File: src/rtl/ofdm_tx_frame_serializer_if.sv
// Frame-in / symbol-out stream bundle for the OFDM Tx frame serializer.
// The master drives frames and the symbol ready; the slave is the serializer itself.
interface ofdm_tx_frame_serializer_if #(
    parameter int FRAME_W = 224,
    parameter int SYM_W   = 1
);
    logic [FRAME_W-1:0] s_data;
    logic               s_valid;
    logic               s_ready;
    logic [SYM_W-1:0]   m_data;
    logic               m_valid;
    logic               m_last;
    logic               m_ready;

    modport master (
        output s_data, s_valid, m_ready,
        input  s_ready, m_data, m_valid, m_last
    );

    modport slave (
        input  s_data, s_valid, m_ready,
        output s_ready, m_data, m_valid, m_last
    );
endinterface

File: src/rtl/ofdm_tx_frame_serializer.sv
// Double-buffered frame-to-symbol serializer feeding the OFDM Tx mapper.
// Two ping-pong frame slots let the next frame load while the current one drains.
module ofdm_tx_frame_serializer #(
    parameter int FRAME_W   = 224,
    parameter int SYM_W     = 1,
    parameter bit MSB_FIRST = 1'b0,
    parameter int CNT_W     = 16
) (
    input  logic                 clk,
    input  logic                 nreset,
    input  logic                 flush,
    ofdm_tx_frame_serializer_if.slave bus,
    output logic [1:0]           frames_pend,
    output logic [CNT_W-1:0]     frames_sent
);
    localparam int BEATS = FRAME_W / SYM_W;
    localparam int IDX_W = (BEATS > 1) ? $clog2(BEATS) : 1;

    generate
        if (FRAME_W % SYM_W != 0) begin : g_bad_width
            $error("FRAME_W must be an integer multiple of SYM_W");
        end
    endgenerate

    logic [FRAME_W-1:0] slot [2];
    logic               wr_ptr;
    logic               rd_ptr;
    logic [1:0]         count;
    logic [IDX_W-1:0]   idx;

    logic               accept;
    logic               beat;
    logic               last_beat;
    logic [FRAME_W-1:0] cur_frame;
    logic [FRAME_W-1:0] shifted;
    logic [31:0]        bit_base;

    assign bus.s_ready = nreset && (count < 2'd2);
    assign bus.m_valid = (count != 2'd0);
    assign bus.m_last  = bus.m_valid && (idx == IDX_W'(BEATS - 1));
    assign frames_pend = count;

    assign accept    = bus.s_valid && bus.s_ready;
    assign beat      = bus.m_valid && bus.m_ready;
    assign last_beat = beat && bus.m_last;

    // Beat selection shifts the active slot so the wanted symbol lands at a fixed end.
    always_comb begin
        cur_frame = slot[rd_ptr];
        bit_base  = 32'(idx) * 32'(SYM_W);
        shifted   = '0;
        bus.m_data = '0;
        if (MSB_FIRST) begin
            shifted    = cur_frame << bit_base;
            bus.m_data = shifted[FRAME_W-1 -: SYM_W];
        end else begin
            shifted    = cur_frame >> bit_base;
            bus.m_data = shifted[SYM_W-1:0];
        end
        if (!bus.m_valid) begin
            bus.m_data = '0;
        end
    end

    // Slot storage carries no reset; a flushed or reset cycle simply never writes it.
    always_ff @(posedge clk) begin
        if (nreset && !flush && accept) begin
            slot[wr_ptr] <= bus.s_data;
        end
    end

    always_ff @(posedge clk) begin
        if (!nreset) begin
            wr_ptr      <= 1'b0;
            rd_ptr      <= 1'b0;
            count       <= 2'd0;
            idx         <= '0;
            frames_sent <= '0;
        end else if (flush) begin
            wr_ptr <= 1'b0;
            rd_ptr <= 1'b0;
            count  <= 2'd0;
            idx    <= '0;
        end else begin
            if (accept) begin
                wr_ptr <= ~wr_ptr;
            end
            if (beat) begin
                if (last_beat) begin
                    idx         <= '0;
                    rd_ptr      <= ~rd_ptr;
                    frames_sent <= frames_sent + CNT_W'(1);
                end else begin
                    idx <= idx + IDX_W'(1);
                end
            end
            case ({accept, last_beat})
                2'b10:   count <= count + 2'd1;
                2'b01:   count <= count - 2'd1;
                default: count <= count;
            endcase
        end
    end
endmodule

File: src/flat_wrapper.sv
// flat-port wrapper written by rule: the top's interface ports become plain ports
module ofdm_tx_frame_serializer_flat 
#(
    parameter int FRAME_W   = 224,
    parameter int SYM_W     = 1,
    parameter bit MSB_FIRST = 1'b0,
    parameter int CNT_W     = 16
)
  (clk, nreset, flush, frames_pend, frames_sent, bus_s_data, bus_s_valid, bus_m_ready, bus_s_ready, bus_m_data, bus_m_valid, bus_m_last);
  ofdm_tx_frame_serializer_if #(.FRAME_W(FRAME_W), .SYM_W(SYM_W)) bus_i ();
  input  logic clk;
  input  logic nreset;
  input  logic flush;
  output logic [1:0] frames_pend;
  output logic [CNT_W-1:0] frames_sent;
  input wire logic [$bits(bus_i.s_data)-1:0] bus_s_data;
  input wire logic [$bits(bus_i.s_valid)-1:0] bus_s_valid;
  input wire logic [$bits(bus_i.m_ready)-1:0] bus_m_ready;
  output wire logic [$bits(bus_i.s_ready)-1:0] bus_s_ready;
  output wire logic [$bits(bus_i.m_data)-1:0] bus_m_data;
  output wire logic [$bits(bus_i.m_valid)-1:0] bus_m_valid;
  output wire logic [$bits(bus_i.m_last)-1:0] bus_m_last;
  assign bus_i.s_data = bus_s_data;
  assign bus_i.s_valid = bus_s_valid;
  assign bus_i.m_ready = bus_m_ready;
  assign bus_s_ready = bus_i.s_ready;
  assign bus_m_data = bus_i.m_data;
  assign bus_m_valid = bus_i.m_valid;
  assign bus_m_last = bus_i.m_last;
  ofdm_tx_frame_serializer #(.FRAME_W(FRAME_W), .SYM_W(SYM_W), .MSB_FIRST(MSB_FIRST), .CNT_W(CNT_W)) u_core (.clk(clk), .nreset(nreset), .flush(flush), .bus(bus_i), .frames_pend(frames_pend), .frames_sent(frames_sent));
endmodule
File: config.mk
export PLATFORM = sky130hd
export DESIGN_NAME = ofdm_tx_frame_serializer_flat
export DESIGN_NICKNAME = d
export VERILOG_FILES = /design/src/rtl/ofdm_tx_frame_serializer_if.sv /design/src/rtl/ofdm_tx_frame_serializer.sv /design/src/flat_wrapper.sv
export SDC_FILE = /design/constraint.sdc
export NUM_CORES = 1
export LEC_CHECK = 0
export BUFFER_PORTS_ARGS = -buffer_cell sky130_fd_sc_hd__buf_2
export CAP_MARGIN = 20
export CORE_MARGIN = 2
export CORE_UTILIZATION = 57
export DETAILED_ROUTE_END_ITERATION = 16
export MAX_ROUTING_LAYER = met4
export PLACE_DENSITY = 0.81
export SLEW_MARGIN = 30
export SYNTH_ARGS = -nofsm -noshare
export SYNTH_HDL_FRONTEND = slang
export SYNTH_SLANG_ARGS = --single-unit
File: constraint.sdc
create_clock -name clk -period 32.6 [get_ports clk]
set_input_delay 6.52 -clock clk [delete_from_list [all_inputs] [get_ports clk]]
set_output_delay 6.52 -clock clk [all_outputs]
set_load 0.01 [all_outputs]
==> results of run 1 <==
-- flip-flops by register name, indices dropped and copies added (netlist names), named ones only --
| signal | cells |
|---|---|
| u_core.frames_pend | 2 |
| u_core.frames_sent | 16 |
| u_core.idx | 8 |
| u_core.rd_ptr | 1 |
| u_core.slot | 448 |
| u_core.wr_ptr | 1 |
-- worst max-delay path, cell delays in order --
cell	delay, ns
buf_2	0.23
nor2b_1	0.19
buf_2	0.15
-- through the flow --
step / cells / hold WS, ns / setup WS (ns) / cell area (um^2)
after floorplan: 906 / 0.481 / 8.32 / 18800
after CTS: 1652 / 0.523 / 18.99 / 21800
final: 1671 / 0.512 / 18.98 / 21800
after global routing: 1669 / 0.560 / 18.90 / 21800
after global placement: 1566 / 0.489 / 18.99 / 20300
after detailed placement: 1566 / 0.506 / 18.98 / 20300
-- cell usage in the layout (no fill, tap or decap), types with 11 or more instances in the layout --
cell,n
a22oi_1,18
mux4_2,65
clkbuf_16,49
mux4_1,34
clkbuf_1,18
xnor2_1,14
o21ai_0,11
mux2i_1,49
and2_1,15
nand2_1,22
edfxtp_1,448
buf_2,250
nor2_1,28
diode_2,19
dfxtp_1,26
-- cell families (layout without fill, tap and decap cells) --
logic type | Yosys count | after routing
simple gates | 119 | 119
buf+inv | 51 | 355
fa+ha+maj | 3 | 3
flops | 477 | 477
other cells | 0 | 19
compound gates | 86 | 86
xor+xnor | 21 | 21
mux | 149 | 149
-- layout make-up --
type	count	share of cell area
Antenna cell	19	0.00218
Clock buffer	68	0.0599
Clock inverter	18	0.00619
Inverter	7	0.00120
Multi-Input combinational cell	378	0.199
Sequential cell	477	0.643
Tap cell	442	0.0253
Timing Repair Buffer	262	0.0627
-- power breakdown --
group | total (mW) | internal [mW] | switching, mW
registers | 0.684 | 0.681 | 0.00256
clock network | 0.506 | 0.294 | 0.213
logic | 0.0354 | 0.0168 | 0.0186
-- how the worst max path moves through the flow --
stage	startpoint	end	slack (ns)	depth (start not counted)
2_1_floorplan	nreset	u_core.slot[1][0]$_DFFE_PP_	8.32	3
4_1_cts	nreset	bus_s_ready	18.99	3
6_report	nreset	bus_s_ready	18.98	3
3_3_place_gp	nreset	bus_s_ready	18.99	3
5_1_grt	nreset	bus_s_ready	18.90	3
3_5_place_dp	nreset	bus_s_ready	18.98	3
-- layer usage --
layer,wire (um),vias up,track usage
met1,15200,4885,0.292
met5,0,-,-
met4,918,0,0.0714
met3,2920,65,0.0542
met2,19400,322,0.377
li1,-,4356,-
==> run metrics, run 1 <==
P&R area growth vs syn=16.3%; count of final setup violators=0; Worst-Skew Late Latency=0.54 ns; fillers=2154; Mapped Avg Cell Area=20.7 um^2; Clock Sinks=477; vias=9628; Primary FF master, synth=edfxtp_1; outcome=finished, final reports clean; first-pass detailed-route iteration total=5; Setup Buffers After CTS=0; multi-input combinational cell area=4350 um^2; core region area=32500 um^2; largest family of logic cells by synthesized area=multiplexers; required time of the worst setup path=26.08 ns; Worst-path clk slew=0.06 ns; clock tree root driver cell=clkbuf_16; Cells after Synth=906; initial antenna violation count=17; Worst Skew=0.0131 ns; Final Hold Fails=0; reg-to-reg startpoint=u_core.idx[1]$_SDFFE_PP0P_; Synthesized Nets=1138; worst min-delay path startpoint=u_core.rd_ptr$_SDFFE_PP0P_; sequential-to-total area share from yosys stat=0.747; H-tree depth=2; TritonCTS Buffers=47; critical path type=input port to output pin; number of hold buffers added after cts=0; max-slew violations=0; # Max-Cap Violations=0; global-route wire length before repair=56200 um; DIE HEIGHT=186 um; VDD IR max=47.9 uV; share of cells above drive strength 1=0.335; Post-route DRC=0; # IOs=251; vias in the first global route=9886; fmax=73.4 MHz; Die X=186 um; Clock Path Buffers=3; gpl congestion=0.814; Reg2Reg Setup Slack=29.60 ns; fin crit share=0.418; CP endpoint kind=output pin; Startpoint Class=input port; dpl hpwl=25000 um; path category of the worst min-delay check=register to register; power per cell area=56.1 nW/um^2; cell taking the most area after synthesis=edfxtp_1; Yosys Warn Count=0; Initial Util=0.579; Synth Register Bits=477; Endpoint, Worst Hold=u_core.rd_ptr$_SDFFE_PP0P_; Rel. slew slack=0.368; post-synth cell types=54; hold depth=2; area fraction in compound gates after synthesis=0.0345; leakage=7.37 nW; Post-Synth XOR/XNOR Area=0.00979; First DRT Iteration DRCs=888; simple-gate share of the synthesized area=0.0328; Total Wirelength=38500 um; Post-Synth Adder-Cell Area=0.00200; multiplexer area fraction after synthesis=0.152; RSZ-0062 raised after global routing=no; most frequent cell after synthesis=edfxtp_1; commonest cells in the synthesized netlist=edfxtp_1, mux4_2, mux2i_1; Synth Cell Area=18800 um^2; Post-synth EDFFs=448; post-layout util=0.673; Slew @ Worst Pin=0.946 ns; # nets final=1405; Crit Path Max Fanout=18; die footprint=34400 um^2; Core Rows=66; Final min period=13.62 ns; CP Data Arrival Time=7.10 ns; Vias per Instance=5.76; CTS tree=built; RR Endpoint=u_core.frames_sent[14]$_SDFFE_PN0P_; largest net degree at the start of global routing=98; number of I/O port buffers=250; top post-synthesis cells by area=edfxtp_1, mux4_2, mux4_1, dfxtp_1, mux2i_1; Wirelength per Cell=23.0 um; All-Layer GR Usage=0.231; reg2reg path depth=8; Final Power=1.23 mW; grt ovf=0; Register Area=14000 um^2; Post-CTS Resized=0; post-synth top area share=0.716; Final TNS setup=0 ns; antenna-violating nets left=0; ys async rst share=0
(Power assumes the default switching activity.)
==> inputs of run 2 (changes only) <==
--- a/config.mk
+++ b/config.mk
@@ -8,10 +8,10 @@
 export BUFFER_PORTS_ARGS = -buffer_cell sky130_fd_sc_hd__buf_2
 export CAP_MARGIN = 20
 export CORE_MARGIN = 2
-export CORE_UTILIZATION = 57
+export CORE_UTILIZATION = 52
 export DETAILED_ROUTE_END_ITERATION = 16
 export MAX_ROUTING_LAYER = met4
-export PLACE_DENSITY = 0.81
+export PLACE_DENSITY = 0.78
 export SLEW_MARGIN = 30
 export SYNTH_ARGS = -nofsm -noshare
 export SYNTH_HDL_FRONTEND = slang
==> constraint.sdc (replaced) <==
create_clock -name clk -period 11.9 [get_ports clk]
set_input_delay 2.38 -clock clk [delete_from_list [all_inputs] [get_ports clk]]
set_output_delay 2.38 -clock clk [all_outputs]
set_load 0.01 [all_outputs]
==> run 2 against run 1 <==
Effect of this change: cell count increased by 0.90%; register-to-register slack worse by 21 ns; utilization decreased by 5.8 points; count of clock-buffer cells in the layout decreased by 17; sequential power rose to 2.7 times the previous value; non-clock buffer count is 3 lower; hold slack lost 0.0099 ns; power rose to 2.7 times the previous value; clock skew up 0.0054 ns; critical path depth is 6 higher; die area increased by 9.4%; global-route usage down 1.5 points; critical path type is now register to output pin; critical endpoint is now bus_m_data.
==> run metrics, run 2 (same netlist as run 1, synthesis figures left out) <==
Total Wirelength=39300 um; # Max-Cap Violations=0; crit path cell chain=buf_4 -> mux4_2 -> a22o_1 -> a221oi_1 -> o22ai_1 -> a211oi_1 -> o221ai_1 -> nor4bb_1 -> buf_2; gpl congestion=0.791; most flop-heavy register=u_core.slot; fin crit share=0.565; max reg flops=448; CTS tree=built; All-Layer GR Usage=0.216; slowest stage delay, CP=0.76 ns; power per cell area=154 nW/um^2; reg2reg path depth=8; Clock Sinks=477; Crit path depth=9; DIE HEIGHT=194 um; Setup Buffers After CTS=0; antenna-violating nets left=0; core region area=35600 um^2; # IOs=251; count of final setup violators=0; path category of the worst min-delay check=register to register; Slowest-stage cell, CP=buf_4; Final min period=6.72 ns; CP delay by family, top=compound AO/OA/AOI/OAI gates; CP Data Arrival Time=4.34 ns; hold depth=2; Final Hold Fails=0; Startpoint Class=register; Post-route DRC=0; first-pass detailed-route iteration total=5; CP endpoint kind=output pin; post-layout util=0.614; critical path type=register to output pin; die footprint=37600 um^2; Core Rows=69; required time of the worst setup path=9.52 ns; leakage=7.37 nW; H-tree depth=2; clock tree root driver cell=clkbuf_16; Regs by FF count=u_core.slot: 448 flops, u_core.frames_sent: 16 flops, u_core.idx: 8 flops; largest net degree at the start of global routing=168; Initial Util=0.528; initial antenna violation count=16; vias=9699; Rel. slew slack=0.307; VDD IR max=134 uV; # nets final=1402; P&R area growth vs syn=16.4%; share of cells above drive strength 1=0.340; dpl hpwl=25600 um; Wirelength per Cell=23.3 um; WP buf/inv=2; Clock Path Buffers=3; commonest cells after routing, fill and taps aside=edfxtp_1, buf_2, mux4_2; outcome=finished, final reports clean; pre-CTS WS=5.69 ns; RSZ-0062 raised after global routing=no; final worst-path setup slack=5.18 ns; TritonCTS Buffers=47; max-slew violations=0; commonest non-fill, non-tap cell in the layout=edfxtp_1; global-route wire length before repair=58700 um; Slew @ Worst Pin=1.04 ns; Worst-Skew Late Latency=0.58 ns; Vias per Instance=5.75; grt ovf=0; Crit Path Max Fanout=44; Die X=194 um; First DRT Iteration DRCs=835; Worst Skew=0.0186 ns; vias in the first global route=9975; number of I/O port buffers=250; Post-CTS Resized=0; Worst-path clk slew=0.06 ns; number of hold buffers added after cts=0; fmax=149 MHz
run 2: path summary, 6_finish.rpt:
kind | slack (ns) | from | to
max | 5.18 | register | bus_m_data
min | 0.50 | u_core.frames_sent[12]$_SDFFE_PN0P_ | u_core.frames_sent[12]$_SDFFE_PN0P_
max reg2reg | 8.54 | u_core.idx[1]$_SDFFE_PP0P_ | u_core.frames_sent[14]$_SDFFE_PN0P_
min reg2reg | 0.50 | u_core.frames_sent[12]$_SDFFE_PN0P_ | u_core.frames_sent[12]$_SDFFE_PN0P_
run 2: layer usage:
metal / track usage / up-vias / part of all wire
met4: 0.0786 / 0 / 0.027
met2: 0.343 / 326 / 0.50
met3: 0.0586 / 62 / 0.072
met5: - / - / 0
met1: 0.268 / 4949 / 0.40
li1: - / 4362 / -
run 2: stage by stage:
stage | total power, mW | hold slack, ns | std cells | TNS (ns) | area (um^2)
5_1_grt | 3.46 | 0.549 | 1685 | 0 | 21800
3_3_place_gp | 2.00 | 0.484 | 1582 | 0 | 20400
4_1_cts | 3.38 | 0.512 | 1669 | 0 | 21800
3_5_place_dp | 2.01 | 0.505 | 1582 | 0 | 20400
6_report | 3.36 | 0.502 | 1686 | 0 | 21900
2_1_floorplan | 1.95 | 0.481 | 906 | -93.18 | 18800
run 2: final cells by class:
| cell class | count | area [um^2] |
|---|---|---|
| Inverter | 7 | 26.3 |
| Antenna cell | 17 | 42.5 |
| Sequential cell | 477 | 14000 |
| Clock buffer | 51 | 1210 |
| Fill cell | 2519 | 13700 |
| Clock inverter | 36 | 236 |
| Tap cell | 461 | 577 |
| Timing Repair Buffer | 259 | 1350 |
| Multi-Input combinational cell | 378 | 4370 |
run 2: where the power goes:
part,total [mW],internal [mW],switching (mW)
combinational,0.0970,0.0460,0.0510
sequential,1.87,1.87,0.00669
clock,1.39,0.780,0.609
run 2: worst reg2reg max path, delay by kind of cell, from the launching register on:
family / cells / cell delay [ns]
AO/OA/AOI/OAI: 2 / 0.42
flip-flops: 1 / 0.61
adder cells (fa/ha/maj): 1 / 0.28
buffers and inverters: 1 / 0.51
AND/OR/NAND/NOR: 4 / 1.45
